### config.mk
export PLATFORM = sky130hd
export DESIGN_NAME = display_spi_tx
export DESIGN_NICKNAME = d
export VERILOG_FILES = /design/src/rtl/display_pkg.sv /design/src/rtl/display_spi_tx_byte.sv /design/src/rtl/display_spi_tx.sv
export SDC_FILE = /design/constraint.sdc
export NUM_CORES = 1
export LEC_CHECK = 0
export BUFFER_PORTS_ARGS = -buffer_cell sky130_fd_sc_hd__buf_2
export CORE_MARGIN = 4
export CORE_UTILIZATION = 47
export DETAILED_ROUTE_END_ITERATION = 10
export MAX_ROUTING_LAYER = met4
export PLACE_DENSITY = 0.67
export SETUP_SLACK_MARGIN = 0.3
export SLEW_MARGIN = 10
export SYNTH_ARGS = -nofsm -noshare
export SYNTH_HDL_FRONTEND = slang
export SYNTH_SLANG_ARGS = --single-unit
export TNS_END_PERCENT = 1
### constraint.sdc
create_clock -name clk -period 2.08 [get_ports clk]
set_input_delay 0.208 -clock clk [delete_from_list [all_inputs] [get_ports clk]]
set_output_delay 0.208 -clock clk [all_outputs]
set_load 0.01 [all_outputs]
### src/rtl/display_pkg.sv
// display_pkg: shared definitions for the SSD1306 frame transmitter.
//   - state_t     : frame sequencer states
//   - HDR_ROM     : 6-byte column/page addressing header sent before every frame
//   - INIT_ROM    : 25-byte panel init sequence (only with SSD1306_INIT_EN)
//   - FRAME_BYTES : image size in bytes (128 columns x 8 pages)
//   - HDR_BYTES   : header length in bytes
// Optional feature macro: SSD1306_INIT_EN (adds the INIT state and ROM).
package display_pkg;

  localparam int unsigned FRAME_BYTES = 1024;
  localparam int unsigned HDR_BYTES   = 6;

`ifdef SSD1306_INIT_EN
  localparam int unsigned INIT_BYTES = 25;

  typedef enum logic [2:0] {IDLE, INIT, CMD, DATA, FINISH} state_t;

  localparam logic [7:0] INIT_ROM [INIT_BYTES] = '{
    8'hAE, 8'hD5, 8'h80, 8'hA8, 8'h3F, 8'hD3, 8'h00, 8'h40, 8'h8D,
    8'h14, 8'h20, 8'h00, 8'hA1, 8'hC8, 8'hDA, 8'h12, 8'h81, 8'hCF,
    8'hD9, 8'hF1, 8'hDB, 8'h40, 8'hA4, 8'hA6, 8'hAF
  };

  function automatic logic [7:0] init_byte(input logic [4:0] idx);
    return (idx < 5'(INIT_BYTES)) ? INIT_ROM[idx] : 8'h00;
  endfunction
`else
  typedef enum logic [2:0] {IDLE, CMD, DATA, FINISH} state_t;
`endif

  // Full column range 0..127, full page range 0..7.
  localparam logic [7:0] HDR_ROM [HDR_BYTES] = '{
    8'h21, 8'h00, 8'h7F, 8'h22, 8'h00, 8'h07
  };

  function automatic logic [7:0] hdr_byte(input logic [2:0] idx);
    return (idx < 3'(HDR_BYTES)) ? HDR_ROM[idx] : 8'h00;
  endfunction

endpackage

### src/rtl/display_spi_tx_byte.sv
// spi_byte_tx: SPI mode-0 byte serialiser with SCLK divider.
// Ports:
//   clk, rst_n       : system clock, async active-low reset
//   load             : load byte_in/dc_in and start shifting (legal when idle
//                      or in the same cycle last_bit is high)
//   byte_in, dc_in   : byte to send MSB-first and its data/command flag
//   sclk, mosi, dc   : SPI clock, serial data, data/command line
//   last_bit         : high in the final cycle of bit 7's high phase
module spi_byte_tx #(
  parameter int unsigned CLK_DIV = 4
) (
  input  logic       clk,
  input  logic       rst_n,
  input  logic       load,
  input  logic [7:0] byte_in,
  input  logic       dc_in,
  output logic       sclk,
  output logic       mosi,
  output logic       dc,
  output logic       last_bit
);

  localparam int unsigned DW = (CLK_DIV > 1) ? $clog2(CLK_DIV) : 1;
  localparam logic [DW-1:0] DIV_MAX = DW'(CLK_DIV - 1);

  logic          active;
  logic          sclk_q;
  logic [DW-1:0] div_cnt;
  logic [2:0]    bit_cnt;
  logic [7:0]    shreg;
  logic          dc_q;

  assign sclk     = sclk_q;
  assign mosi     = shreg[7];
  assign dc       = dc_q;
  assign last_bit = active && sclk_q && (bit_cnt == 3'd7) && (div_cnt == DIV_MAX);

  // A load in the last_bit cycle restarts the low phase directly, so
  // consecutive bytes have no gap in SCLK.
  always_ff @(posedge clk or negedge rst_n) begin
    if (!rst_n) begin
      active  <= 1'b0;
      sclk_q  <= 1'b0;
      div_cnt <= '0;
      bit_cnt <= '0;
      shreg   <= '0;
      dc_q    <= 1'b0;
    end else if (load) begin
      active  <= 1'b1;
      sclk_q  <= 1'b0;
      div_cnt <= '0;
      bit_cnt <= '0;
      shreg   <= byte_in;
      dc_q    <= dc_in;
    end else if (active) begin
      if (div_cnt == DIV_MAX) begin
        div_cnt <= '0;
        sclk_q  <= ~sclk_q;
        if (sclk_q) begin
          // falling transition: advance to next bit or stop
          if (bit_cnt == 3'd7) begin
            active <= 1'b0;
            shreg  <= '0;
          end else begin
            bit_cnt <= bit_cnt + 3'd1;
            shreg   <= {shreg[6:0], 1'b0};
          end
        end
      end else begin
        div_cnt <= div_cnt + DW'(1);
      end
    end
  end

endmodule

### src/rtl/display_spi_tx.sv
// display_spi_tx: SSD1306 frame transmitter. Sends an addressing header and
// the 1024-byte image (page-major) over SPI mode 0 for each accepted start.
// Ports:
//   clk, rst_n              : system clock, async active-low reset
//   start                   : one-cycle frame request, honoured while busy=0
//   pix_addr / pix_data     : image byte read port (1-cycle latency allowed)
//   busy, done              : frame in progress / one-cycle completion pulse
//   sclk, mosi, cs_n, dc    : SPI pins
// Parameter CLK_DIV: clk cycles per SCLK half-period (>= 1).
// Optional macro SSD1306_INIT_EN: first frame after reset is preceded by the
// 25-byte panel init sequence.
module display_spi_tx
  import display_pkg::*;
#(
  parameter int unsigned CLK_DIV = 4
) (
  input  logic       clk,
  input  logic       rst_n,
  input  logic       start,
  output logic [9:0] pix_addr,
  input  logic [7:0] pix_data,
  output logic       busy,
  output logic       done,
  output logic       sclk,
  output logic       mosi,
  output logic       cs_n,
  output logic       dc
);

  state_t     state, state_nxt;
  logic [9:0] idx, nidx;
  logic       last_bit;
  logic       load;
  logic [7:0] load_byte;
  logic       load_dc;

`ifdef SSD1306_INIT_EN
  logic init_pending;
`endif

  spi_byte_tx #(.CLK_DIV(CLK_DIV)) u_byte (
    .clk      (clk),
    .rst_n    (rst_n),
    .load     (load),
    .byte_in  (load_byte),
    .dc_in    (load_dc),
    .sclk     (sclk),
    .mosi     (mosi),
    .dc       (dc),
    .last_bit (last_bit)
  );

  // state register
  always_ff @(posedge clk or negedge rst_n) begin
    if (!rst_n) state <= IDLE;
    else        state <= state_nxt;
  end

  // next-state logic
  always_comb begin
    state_nxt = state;
    case (state)
      IDLE: begin
        if (start) begin
`ifdef SSD1306_INIT_EN
          state_nxt = init_pending ? INIT : CMD;
`else
          state_nxt = CMD;
`endif
        end
      end
`ifdef SSD1306_INIT_EN
      INIT:   if (last_bit && idx == 10'(INIT_BYTES - 1)) state_nxt = CMD;
`endif
      CMD:    if (last_bit && idx == 10'(HDR_BYTES - 1))   state_nxt = DATA;
      DATA:   if (last_bit && idx == 10'(FRAME_BYTES - 1)) state_nxt = FINISH;
      FINISH: state_nxt = IDLE;
      default: state_nxt = IDLE;
    endcase
  end

  // outputs and byte selection; the next byte is chosen from the state it
  // belongs to, so segment changes and in-segment steps share one path
  always_comb begin
    busy      = (state != IDLE);
    done      = (state == FINISH);
    cs_n      = (state == IDLE) || (state == FINISH);
    load      = (state == IDLE && start) || (last_bit && state_nxt != FINISH);
    nidx      = (state_nxt != state) ? '0 : idx + 10'd1;
    load_byte = '0;
    load_dc   = 1'b0;
    case (state_nxt)
`ifdef SSD1306_INIT_EN
      INIT: load_byte = init_byte(nidx[4:0]);
`endif
      CMD:  load_byte = hdr_byte(nidx[2:0]);
      DATA: begin
        load_byte = pix_data;
        load_dc   = 1'b1;
      end
      default: load_byte = '0;
    endcase
  end

  // byte index and image address; pix_addr moves to k+1 when byte k is
  // loaded, giving the source a full byte time before the next load
  always_ff @(posedge clk or negedge rst_n) begin
    if (!rst_n) begin
      idx      <= '0;
      pix_addr <= '0;
    end else begin
      if (load) idx <= nidx;
      if (state == FINISH)
        pix_addr <= '0;
      else if (load && state_nxt == DATA)
        pix_addr <= pix_addr + 10'd1;
    end
  end

`ifdef SSD1306_INIT_EN
  always_ff @(posedge clk or negedge rst_n) begin
    if (!rst_n)                     init_pending <= 1'b1;
    else if (state == IDLE && start) init_pending <= 1'b0;
  end
`endif

endmodule

# Word-level counts from Yosys, hierarchy flattened
# Memory sizes are Yosys's and may differ from the RTL's.
# Index checks and enable logic that the tools add are counted.
# totals
regBits	39
elab_cells	82
n_memories	1
rom_bits	64
out_inout_bits	16
in_bits	11
# memory_table
memory	words	width	read_ports	rd_clocked_by_memory_dff	wr	line_no	rtl
(name not given)	8	8	1	0	0	display_pkg.sv:37	return (idx < 3'(HDR_BYTES)) ? HDR_ROM[idx] : 8'h00;
# classes
addsub	4
magnitude_cmp	2
n_reduce_logical	19
muxes	33
bitwise_logic	2
n_eq_ne	12
# ops
op	count
$mux 8	8
$mux 10	3
$mux 3	8
$add 10x1->10 const B	2
$pmux 8 s2	1
$eq 10x10->1 const B	1
$eq 10x3->1 const B	1
$eq 3x2->1 const B	3
$mux 1	9
$pmux 3 s3	1
$logic_and 1x1->1	8
$reduce_bool 2->1	4
$eq 3x1->1 const B	2
$mux 2	3
$ge 4x4->1 const B	1
$not 3->4	1
$reduce_and 4->1	1
$add 3x1->3 const B	1
$eq 3x3->1 const B	1
$logic_not 3->1	1
$lt 3x3->1 const B	1
$ne 3x2->1 const B	1
$ne 3x3->1	1
$reduce_and 3->1	1
other kinds (7)	8

# Logic depth before layout (Yosys ltp)
# Gate-level depths: netlist (run 1).
# logic_depth
word_depth	15
ltp_mapped	8
depth_no_buf	7

# By module
# From an unflattened synthesis (run 1), not the netlist that was laid out.
# hier_totals
hier_cells	246
hier_area_um2	2349.8
# by_module_without_submodules
mod	instances	area_each_um2	cells_each	seq_area_each_um2
display_spi_tx	1	1559.0	169	575.6
spi_byte_tx	1	790.8	77	400.4

# Least setup slack after synthesis (run 1)
# Ideal clock, no wire load.
# synth_path
kind	register -> register
start	register u_byte.bit_cnt[0]
end	register idx[0]
slack_ns	-0.152
n_path_buf	1
arrival_ns	2.107
required_ns	1.955
synth_period_minus_slack_ns	2.232
stages_incl_launch_ff	9
setup_time_ns	0.125
cell_sequence	dfrtp_1 ha_1 ha_1 buf_2 nand4_1 or4_4 a32oi_4 nor2_4 mux2_2
# synth_between
elab_chain_cells	9
word_cells_on_any_way	13
cone_classes	eq/ne: 3; mux: 4; reduce/logical: 6
# synth_rtl
element	line_no	rtl
start, declared	display_spi_tx_byte.sv:29	logic [2:0] bit_cnt;
start signal, assigned	display_spi_tx_byte.sv:65	bit_cnt <= bit_cnt + 3'd1;
$eq 3x3->1 (*)	display_spi_tx_byte.sv:36	assign last_bit = active && sclk_q && (bit_cnt == 3'd7) && (div_cnt == DIV_MAX);
$logic_and 1x1->1 (*) (2 in series)	display_spi_tx_byte.sv:36	
$logic_and 1x1->1 (on tied branches)	display_spi_tx.sv:76, display_spi_tx.sv:75	
$mux 3 (on tied branches)	display_spi_tx.sv:76, display_spi_tx.sv:75	
$pmux 3 s3	display_spi_tx.sv:62	case (state)
$ne 3x2->1	display_spi_tx.sv:88	load = (state == IDLE && start) || (last_bit && state_nxt != FINISH);
$logic_and 1x1->1	display_spi_tx.sv:88	
$logic_or 1x1->1	display_spi_tx.sv:88	
end signal, assigned	display_spi_tx.sv:112	if (load) idx <= nidx;
end, declared	display_spi_tx.sv:31	logic [9:0] idx, nidx;
# Mark *: on every way between the ends. The rest lies on a longest branch, timed or not.
# A chain may end at the register's enable or synchronous reset.

# Worst setup path in the final report (run 1)
# layout_path
start	register u_byte.bit_cnt[1]
end	register idx[0]
# The elaborated chain is that of the path after synthesis.

==> results of run 1 <==
repair_timing:
| item | CTS | global route |
|---|---|---|
| pin swaps | 5 | 7 |
| hold buffers | 0 | 0 |
| setup endpoints to repair | 34 | 34 |
| gates resized for setup | 9 | 8 |
| hold endpoints to repair | 0 | 0 |
flip-flops by register name (all words and copies together) (netlist names):
| name | count |
|---|---|
| idx | 10 |
| pix_addr | 10 |
| state | 3 |
| u_byte.active | 1 |
| u_byte.bit_cnt | 3 |
| u_byte.dc | 1 |
| u_byte.div_cnt | 2 |
| u_byte.sclk | 1 |
| u_byte.shreg | 8 |
synth_stat cells, drive strengths merged, types with 2 or more instances:
cell	n
nand2b	2
inv	8
nor4b	2
dfrtp	39
and3	3
nor3b	5
nand4b	2
o21ai	18
xnor2	6
nor3	4
nand2	16
or2	2
nor4	2
o211ai	3
mux2i	3
nor2b	3
o2bb2ai	3
nor2	28
or3	6
ha	6
a22o	4
a21oi	21
clkbuf	4
o221ai	4
nand3	16
nand4	3
or4	3
buf	4
power breakdown:
| group | leakage, nW | switching, mW | internal (mW) |
|---|---|---|---|
| clock network | 0.0422 | 0.259 | 0.235 |
| logic | 0.760 | 0.268 | 0.254 |
| registers | 0.521 | 0.0724 | 0.861 |
routing by layer:
metal,vias to the layer above,track usage (%),wire length (um)
met5,-,-,0
met2,38,31.9,2500
met1,935,23.4,2360
met3,6,4.45,189
li1,997,-,-
met4,0,3.74,46
worst max-delay path by stage:
stage | slack, ns | endpoint | startpoint
final | -0.11 | idx[0] | u_byte.bit_cnt[1]
after floorplan | 0.008 | idx[0] | u_byte.bit_cnt[0]
after detailed placement | -0.14 | pix_addr[6] | u_byte.bit_cnt[0]
after global placement | -0.05 | idx[0] | u_byte.bit_cnt[0]
after global routing | -0.19 | idx[0] | u_byte.bit_cnt[1]
after CTS | -0.14 | idx[0] | u_byte.bit_cnt[0]
worst max-delay path: cells and delay by family, from the launching register on:
family | cells | cell delay, ns
compound gates | 1 | 0.38
fa+ha+maj | 2 | 0.35
flops | 1 | 0.36
mux | 1 | 0.27
simple gates | 3 | 0.69
cell families after synthesis:
group / after synthesis / synth area share (%)
muxes: 4 / 1.85
AOI/OAI and AO/OA: 63 / 19.9
buffers and inverters: 16 / 3.02
xor gates and xnor gates: 7 / 2.74
adders and majority gates: 6 / 3.36
and+or+nand+nor: 101 / 25.4
other: 1 / 0.168
DFF: 39 / 43.6
stage by stage:
step                      total power, mW  util (%)  area [um2]  cells  worst slack [ns]
final                                1.95      63.9        2860    353            -0.108
after global routing                 2.09      63.9        2860    353            -0.194
after CTS                            1.96      63.0        2820    353            -0.143
after detailed placement             1.46      60.2        2690    345            -0.136
after global placement               1.45      60.2        2690    345           -0.0488
after floorplan                      1.25         -        2250    237           0.00775
layout make-up:
cell class | count | area share [%]
Timing Repair Buffer | 64 | 14.5
Clock inverter | 1 | 0.175
Multi-Input combinational cell | 182 | 45.2
Inverter | 8 | 1.05
Clock buffer | 7 | 2.67
Tap cell | 52 | 2.27
Sequential cell | 39 | 34.1
==> results.py, run 1 <==
metrics = {
    "die": {
        "die_w_um": 77.0,
        "start_util_pct": 50.0,
        "rows": 24,
        "die_h_um": 77.0,
        "core_area_mm2": 0.00447,
        "io_pins": 27,
        "die_area_mm2": 0.00593,
    },
    "setup_path": {
        "crit_fanout": 8,
        "critPathRequiredTime_ns": 2.25,
        "end_kind": "flip-flop",
        "regToRegSetupSlack_ns": -0.11,
        "rr_worst_depth": 7,
        "r2r_end": "idx[0]",
        "cp-start-kind": "flip-flop",
        "crit_arrival_ns": 2.36,
        "max_stage_delay_ns": 0.46,
        "critPathSlowestCell": "or4_4",
        "path_cells": "ha_2, ha_4, nand4_1, or4_4, a32oi_4, nor2_4, mux2_2",
        "r2r_start": "u_byte.bit_cnt[1]",
        "critPathKind": "flip-flop to flip-flop",
    },
    "pwr": {
        "power_density_mw_per_mm2": 682,
        "irDropWorstVdd_mv": 0.403,
        "p_leak_nw": 1.32,
    },
    "sta": {
        "rsz0062_at_grt": "true",
        "final-setup-viol-count": 8,
        "finalHoldViolations": 0,
        "fmax_mhz": 457,
        "period_needed_ns": 2.19,
        "whs_ns": 0.0281,
        "max_slew_margin_pct": 42.2,
        "period_share_pct": 105,
        "fin_skew_ns": 0.00357,
        "fin_ws_ns": -0.108,
        "worstMarginPinSlew_ns": 0.867,
        "setup_tns_ns": -0.372,
        "finalMaxSlewViolations": 0,
    },
    "place": {
        "gp_congestion": 0.835,
        "dpl.hpwl_um": 3830,
        "numPortBuffers": 26,
    },
    "logic_synthesis": {
        "ys_seq_area_share_pct": 43.6,
        "ys_warn_count": 0,
        "yosys-top-cells-area": "dfrtp_1 (44%), a21oi_1 (4.7%), nor2_1 (4.5%), ha_1 (3.4%), nand3_1 (3.4%)",
        "synth.top_cell.area_share_pct": 43.6,
        "postSynthAreaPerCell_um2": 9.44,
        "synth_top_flop_cell": "dfrtp_1",
        "ys_types": 56,
        "syn_inst": 237,
        "synth_edf_count": 0,
        "synth_nets": 254,
        "netlist_area_mm2": 0.00224,
        "async_reset_ff_share_pct": 100,
        "synth_top_area_cell": "dfrtp_1",
        "synth_seq_cells": 39,
    },
    "final_layout": {
        "layout_commonest_cell": "dfrtp_1",
        "nets": 317,
        "drive_above_1_share_pct": 32.6,
        "antenna_cells": 0,
        "regArea_um2": 976,
        "nFillCells": 371,
        "multi_input_area_mm2": 0.00129,
        "layout_common_cells": "dfrtp_1 (39), buf_4 (38), nor2_1 (26), buf_2 (26), a21oi_1 (19)",
        "area_growth_syn_to_layout_pct": 27.9,
    },
    "cts": {
        "htreeDepth": 2,
        "cts_tree": "built",
        "path_clk_slew_ns": 0.07,
        "postCtsSetupBuffers": 0,
        "clk_latency_ns": 0.29,
        "cts-root-buf": "clkbuf_8",
        "clockBufferDepth": 2,
        "cts_inserted_buffers": 5,
        "cts_sinks": 39,
    },
    "global_routing": {
        "grt_usage_pct": 18.9,
        "antenna_found_initial": 0,
        "grt_max_degree": 40,
        "grt_pass1_wl_um": 8910,
        "grt-ovfl-total": 0,
        "grt_pass1_vias": 1952,
    },
    "job": {
        "cap_viol_max_count": 0,
    },
    "drt": {
        "ant_nets": 0,
        "drt_iter0_drc": 112,
        "via_count": 1976,
        "drtPass1Iterations": 4,
        "drt-total-wl_um": 5100,
        "wl_per_cell_um": 14.4,
        "drc": 0,
        "viasPerCell": 5.60,
    },
    "status": {
        "run_status": "finished with violations",
        "violations": "negative setup slack",
    },
    "worst_hold_path": {
        "hp-class": "input pin to asynchronous set/reset pin",
    },
}
(Power assumes the default switching activity.)
==> run 2: changes to the inputs <==
Settings changed: PLACE_DENSITY 0.67 to 0.78.
==> results.py, run 2 (same netlist as run 1, synthesis figures left out) <==
metrics = {
    "status": {
        "run_status": "finished with violations",
        "violations": "negative setup slack",
    },
    "sta": {
        "fin_ws_ns": -0.0523,
        "finalMaxSlewViolations": 0,
        "rsz0062_at_grt": "true",
        "fin_skew_ns": 0.00807,
        "final-setup-viol-count": 10,
        "period_share_pct": 103,
        "max_slew_margin_pct": 42.1,
        "finalHoldViolations": 0,
        "fmax_mhz": 469,
        "worstMarginPinSlew_ns": 0.869,
        "period_needed_ns": 2.13,
    },
    "setup_path": {
        "max_stage_delay_ns": 0.46,
        "cp-start-kind": "flip-flop",
        "critPathSlowestCell": "or4_4",
        "critPathRequiredTime_ns": 2.26,
        "rr_worst_depth": 7,
        "critPathKind": "flip-flop to flip-flop",
        "cp.buffers_inverters": 0,
        "path_cells": "ha_1, ha_2, nand4_1, or4_4, a32oi_4, nor2_4, mux2_2",
        "regToRegSetupSlack_ns": -0.05,
        "r2r_end": "idx[0]",
        "crit_arrival_ns": 2.32,
        "crit_fanout": 8,
        "critPathTopFamily": "simple AND/OR/NAND/NOR gates",
        "r2r_start": "u_byte.bit_cnt[0]",
        "end_kind": "flip-flop",
    },
    "place": {
        "dp_slack_ns": -0.0851,
        "numPortBuffers": 26,
        "gp_congestion": 0.817,
        "dpl.hpwl_um": 3870,
    },
    "drt": {
        "drt-total-wl_um": 5130,
        "drtPass1Iterations": 4,
        "wl_per_cell_um": 14.6,
        "drc": 0,
        "ant_nets": 0,
        "viasPerCell": 5.74,
        "drt_iter0_drc": 99,
        "via_count": 2015,
    },
    "die": {
        "start_util_pct": 50.0,
        "die_h_um": 77.0,
        "core_area_mm2": 0.00447,
        "die_w_um": 77.0,
        "io_pins": 27,
        "die_area_mm2": 0.00593,
        "rows": 24,
    },
    "cts": {
        "cts_tree": "built",
        "hold_buffers": 0,
        "cts_sinks": 39,
        "postCtsSetupBuffers": 0,
        "clockBufferDepth": 2,
        "htreeDepth": 2,
        "clk_latency_ns": 0.29,
        "path_clk_slew_ns": 0.08,
        "cts_inserted_buffers": 5,
        "cts-root-buf": "clkbuf_8",
    },
    "global_routing": {
        "grt_max_degree": 40,
        "grt_usage_pct": 19.1,
        "grt_pass1_wl_um": 8980,
        "grt-ovfl-total": 0,
        "antenna_found_initial": 0,
        "grt_pass1_vias": 1990,
    },
    "pwr": {
        "p_leak_nw": 1.30,
        "finalPower_mw": 1.94,
        "power.share.sequential_pct": 48.1,
        "pwr-share-clk_pct": 25.5,
        "combinationalPowerShare_pct": 26.5,
        "power_density_mw_per_mm2": 696,
        "sw_frac_of_total_pct": 31.0,
        "irDropWorstVdd_mv": 0.364,
        "switchingPower_uw": 602,
        "p_int_mw": 1.34,
    },
    "final_layout": {
        "nFillCells": 365,
        "antenna_cells": 0,
        "nets": 315,
        "largestRegisters": "idx x10, pix_addr x10, u_byte.shreg x8",
        "layout_common_cells": "dfrtp_1 (39), buf_4 (36), nor2_1 (27)",
        "layout_commonest_cell": "dfrtp_1",
        "area_growth_syn_to_layout_pct": 24.9,
        "drive_above_1_share_pct": 30.1,
    },
    "worst_hold_path": {
        "hp-class": "input pin to asynchronous set/reset pin",
    },
    "job": {
        "cap_viol_max_count": 0,
    },
}
==> run 2: final cells by class <==
type	instances	area [um2]	area share, %
clock buffers	7	76.3	2.73
clock inverters	1	5.00	0.179
inverters	8	30.0	1.07
multi-input cells	182	1240	44.4
flip-flops and latches	39	976	34.9
well taps	52	65.1	2.33
repair buffers	62	400	14.3
==> run 2: through the flow <==
| step | std cells | util (%) | area (um2) | hold slack [ns] | TNS, ns |
|---|---|---|---|---|---|
| after detailed placement | 343 | 59.8 | 2680 | 0.377 | -0.576 |
| final | 351 | 62.4 | 2790 | 0.0268 | -0.266 |
| after global routing | 351 | 62.4 | 2790 | 0.105 | -2.77 |
| after CTS | 351 | 62.2 | 2780 | 0.0534 | -0.364 |
| after floorplan | 237 | - | 2250 | -0.0876 | 0 |
| after global placement | 343 | 59.8 | 2680 | 0.370 | -0.133 |
==> run 2: power by group through the flow <==
stage | logic (mW) | registers, mW | clock network (mW)
after floorplan | 0.302 | 0.951 | 0
after global placement | 0.497 | 0.942 | 0
after detailed placement | 0.516 | 0.949 | 0
after CTS | 0.520 | 0.934 | 0.512
after global routing | 0.590 | 0.951 | 0.544
final | 0.515 | 0.935 | 0.495
==> run 2: what timing repair did <==
item / in CTS / in global routing
cloned: 0 / 0
setup endpoints to repair: 32 / 33
pin swaps: 2 / 2
gates resized for setup: 5 / 2
==> run 2: how the worst max path moves through the flow <==
stage                     slack (ns)         startpoint  cells after the start          end
after global placement         -0.05  u_byte.bit_cnt[0]                      7       idx[0]
after global routing           -0.19  u_byte.bit_cnt[0]                      7       idx[0]
final                          -0.05  u_byte.bit_cnt[0]                      7       idx[0]
after CTS                      -0.07  u_byte.bit_cnt[0]                      7       idx[0]
after floorplan                0.008  u_byte.bit_cnt[0]                      8       idx[0]
after detailed placement       -0.09  u_byte.bit_cnt[0]                      7  pix_addr[6]
==> run 2: routing by layer <==
metal	track usage, %	vias up	wire length (um)
met5	-	-	0
met4	8.01	0	104
met3	3.16	10	157
met2	30.8	31	2460
met1	24.0	983	2410
li1	-	991	-
==> run 3: changes to the inputs <==
Settings changed: CORE_ASPECT_RATIO set to 1.2, CORE_MARGIN 4 to not set.
==> results.py, run 3 (same netlist as run 1, synthesis figures left out) <==
metrics = {
    "global_routing": {
        "grt_pass1_vias": 2060,
        "grt_usage_pct": 24.2,
        "grt-ovfl-total": 0,
        "antenna_found_initial": 0,
        "grt_max_degree": 40,
        "grt_pass1_wl_um": 9250,
    },
    "setup_path": {
        "critPathTopFamily": "simple AND/OR/NAND/NOR gates",
        "cp-start-kind": "flip-flop",
        "critPathRequiredTime_ns": 2.27,
        "crit_arrival_ns": 2.36,
        "max_stage_delay_ns": 0.38,
        "rr_worst_depth": 7,
        "crit_fanout": 8,
        "path_cells": "ha_2, ha_4, and4_2, nand4b_1, a32oi_4, nor2_4, mux2_2",
        "cp.buffers_inverters": 0,
        "critPathKind": "flip-flop to flip-flop",
        "critPathSlowestCell": "a32oi_4",
        "end_kind": "flip-flop",
        "critical_path_depth": 7,
    },
    "cts": {
        "cts_inserted_buffers": 5,
        "clockBufferDepth": 2,
        "cts_tree": "built",
        "clk_latency_ns": 0.30,
        "hold_buffers": 0,
        "htreeDepth": 2,
        "cts-root-buf": "clkbuf_8",
        "postCtsSetupBuffers": 0,
        "cts_sinks": 39,
        "path_clk_slew_ns": 0.07,
    },
    "sta": {
        "period_share_pct": 104,
        "final-setup-viol-count": 12,
        "period_needed_ns": 2.17,
        "worstMarginPinSlew_ns": 0.893,
        "finalMaxSlewViolations": 0,
        "rsz0062_at_grt": "true",
        "finalHoldViolations": 0,
        "fin_ws_ns": -0.0910,
        "fmax_mhz": 461,
        "max_slew_margin_pct": 40.5,
        "setup_tns_ns": -0.497,
        "fin_skew_ns": 0.00331,
    },
    "die": {
        "rows": 27,
        "start_util_pct": 48.7,
        "die_area_mm2": 0.00504,
        "die_w_um": 65.0,
        "die_h_um": 77.6,
        "io_pins": 27,
        "core_area_mm2": 0.00459,
    },
    "final_layout": {
        "layout.cells.non_filler": 354,
        "layout_commonest_cell": "dfrtp_1",
        "drive_above_1_share_pct": 30.4,
        "largestRegisters": "idx x10, pix_addr x10, u_byte.shreg x8",
        "antenna_cells": 0,
        "layout_common_cells": "dfrtp_1 (39), buf_4 (33), nor2_1 (27)",
        "utilization_pct": 61.2,
        "area_growth_syn_to_layout_pct": 25.8,
        "nets": 312,
    },
    "pwr": {
        "switchingPower_uw": 627,
        "sw_frac_of_total_pct": 30.8,
        "irDropWorstVdd_mv": 0.433,
        "p_int_mw": 1.41,
        "power.share.sequential_pct": 46.1,
        "power_density_mw_per_mm2": 724,
        "pwr-share-clk_pct": 28.2,
        "combinationalPowerShare_pct": 25.7,
        "p_leak_nw": 1.29,
    },
    "drt": {
        "via_count": 2079,
        "drt_iter0_drc": 120,
        "drc": 0,
        "ant_nets": 0,
        "drt-total-wl_um": 5380,
        "viasPerCell": 5.87,
        "drtPass1Iterations": 4,
        "wl_per_cell_um": 15.2,
    },
    "place": {
        "dp_slack_ns": -0.0839,
        "place_inst": 346,
        "numPortBuffers": 26,
        "dpl.hpwl_um": 3840,
        "gp_congestion": 0.851,
    },
    "status": {
        "violations": "negative setup slack",
        "run_status": "finished with violations",
    },
    "worst_hold_path": {
        "hp-class": "input pin to asynchronous set/reset pin",
    },
    "job": {
        "cap_viol_max_count": 0,
    },
}
run 3: cell types whose count changed in the layout (fill, tap and decap cells not counted):
cell,before,now
ha_1,4,3
nor4b_2,1,2
a21oi_1,21,20
clkbuf_8,5,7
clkbuf_1,2,1
nor4b_1,1,0
ha_4,1,2
nor4_2,2,1
clkinv_2,1,0
buf_4,36,33
a21oi_2,0,1
nor4_1,0,1
run 3: power by group through the flow:
| stage | Sequential, mW | Combinational (mW) | Clock (mW) |
|---|---|---|---|
| floorplan | 0.951 | 0.302 | 0 |
| global placement | 0.942 | 0.494 | 0 |
| detailed placement | 0.951 | 0.513 | 0 |
| CTS | 0.936 | 0.519 | 0.579 |
| global route | 0.953 | 0.596 | 0.604 |
| finish | 0.939 | 0.523 | 0.574 |
run 3: per-layer routing:
metal / GRT usage [%] / vias to the layer above / part of all wire [%]
met4: 9.56 / 0 / 1.9
li1: - / 984 / -
met5: - / - / 0
met1: 26.5 / 1051 / 42
met3: 5.29 / 10 / 3.3
met2: 41.9 / 34 / 53
run 3: area by class of cell:
cell class	count	area [um2]
clock buffer	8	100
fill	385	1780
multi-input combinational	182	1260
inverter	8	30.0
sequential	39	976
timing repair buffer	59	378
tap	58	72.6
run 3: worst paths after layout:
check	from	endpoint	slack, ns
worst max-delay path	u_byte.bit_cnt[0]	idx[0]	-0.09
worst min-delay path	rst_n	u_byte.shreg[4]	0.03
min in group clk	pix_data[0]	u_byte.shreg[0]	0.15
worst max register to register	u_byte.bit_cnt[0]	idx[0]	-0.09
worst min register to register	pix_addr[9]	pix_addr[9]	0.48
max in group asynchronous	rst_n	idx[2]	1.50
run 3: repair_timing:
action | in CTS | in global routing
setup endpoints to repair | 34 | 35
pin swaps | 3 | 3
gates cloned | 0 | 0
gates resized for setup | 4 | 6
run 3: through the flow:
step	instance area (um2)	hold WS, ns	power [mW]
2_1_floorplan	2250	-0.0876	1.25
3_3_place_gp	2660	0.368	1.44
3_5_place_dp	2660	0.374	1.46
4_1_cts	2780	0.0557	2.03
5_1_grt	2810	0.0961	2.15
6_report	2810	0.0272	2.04
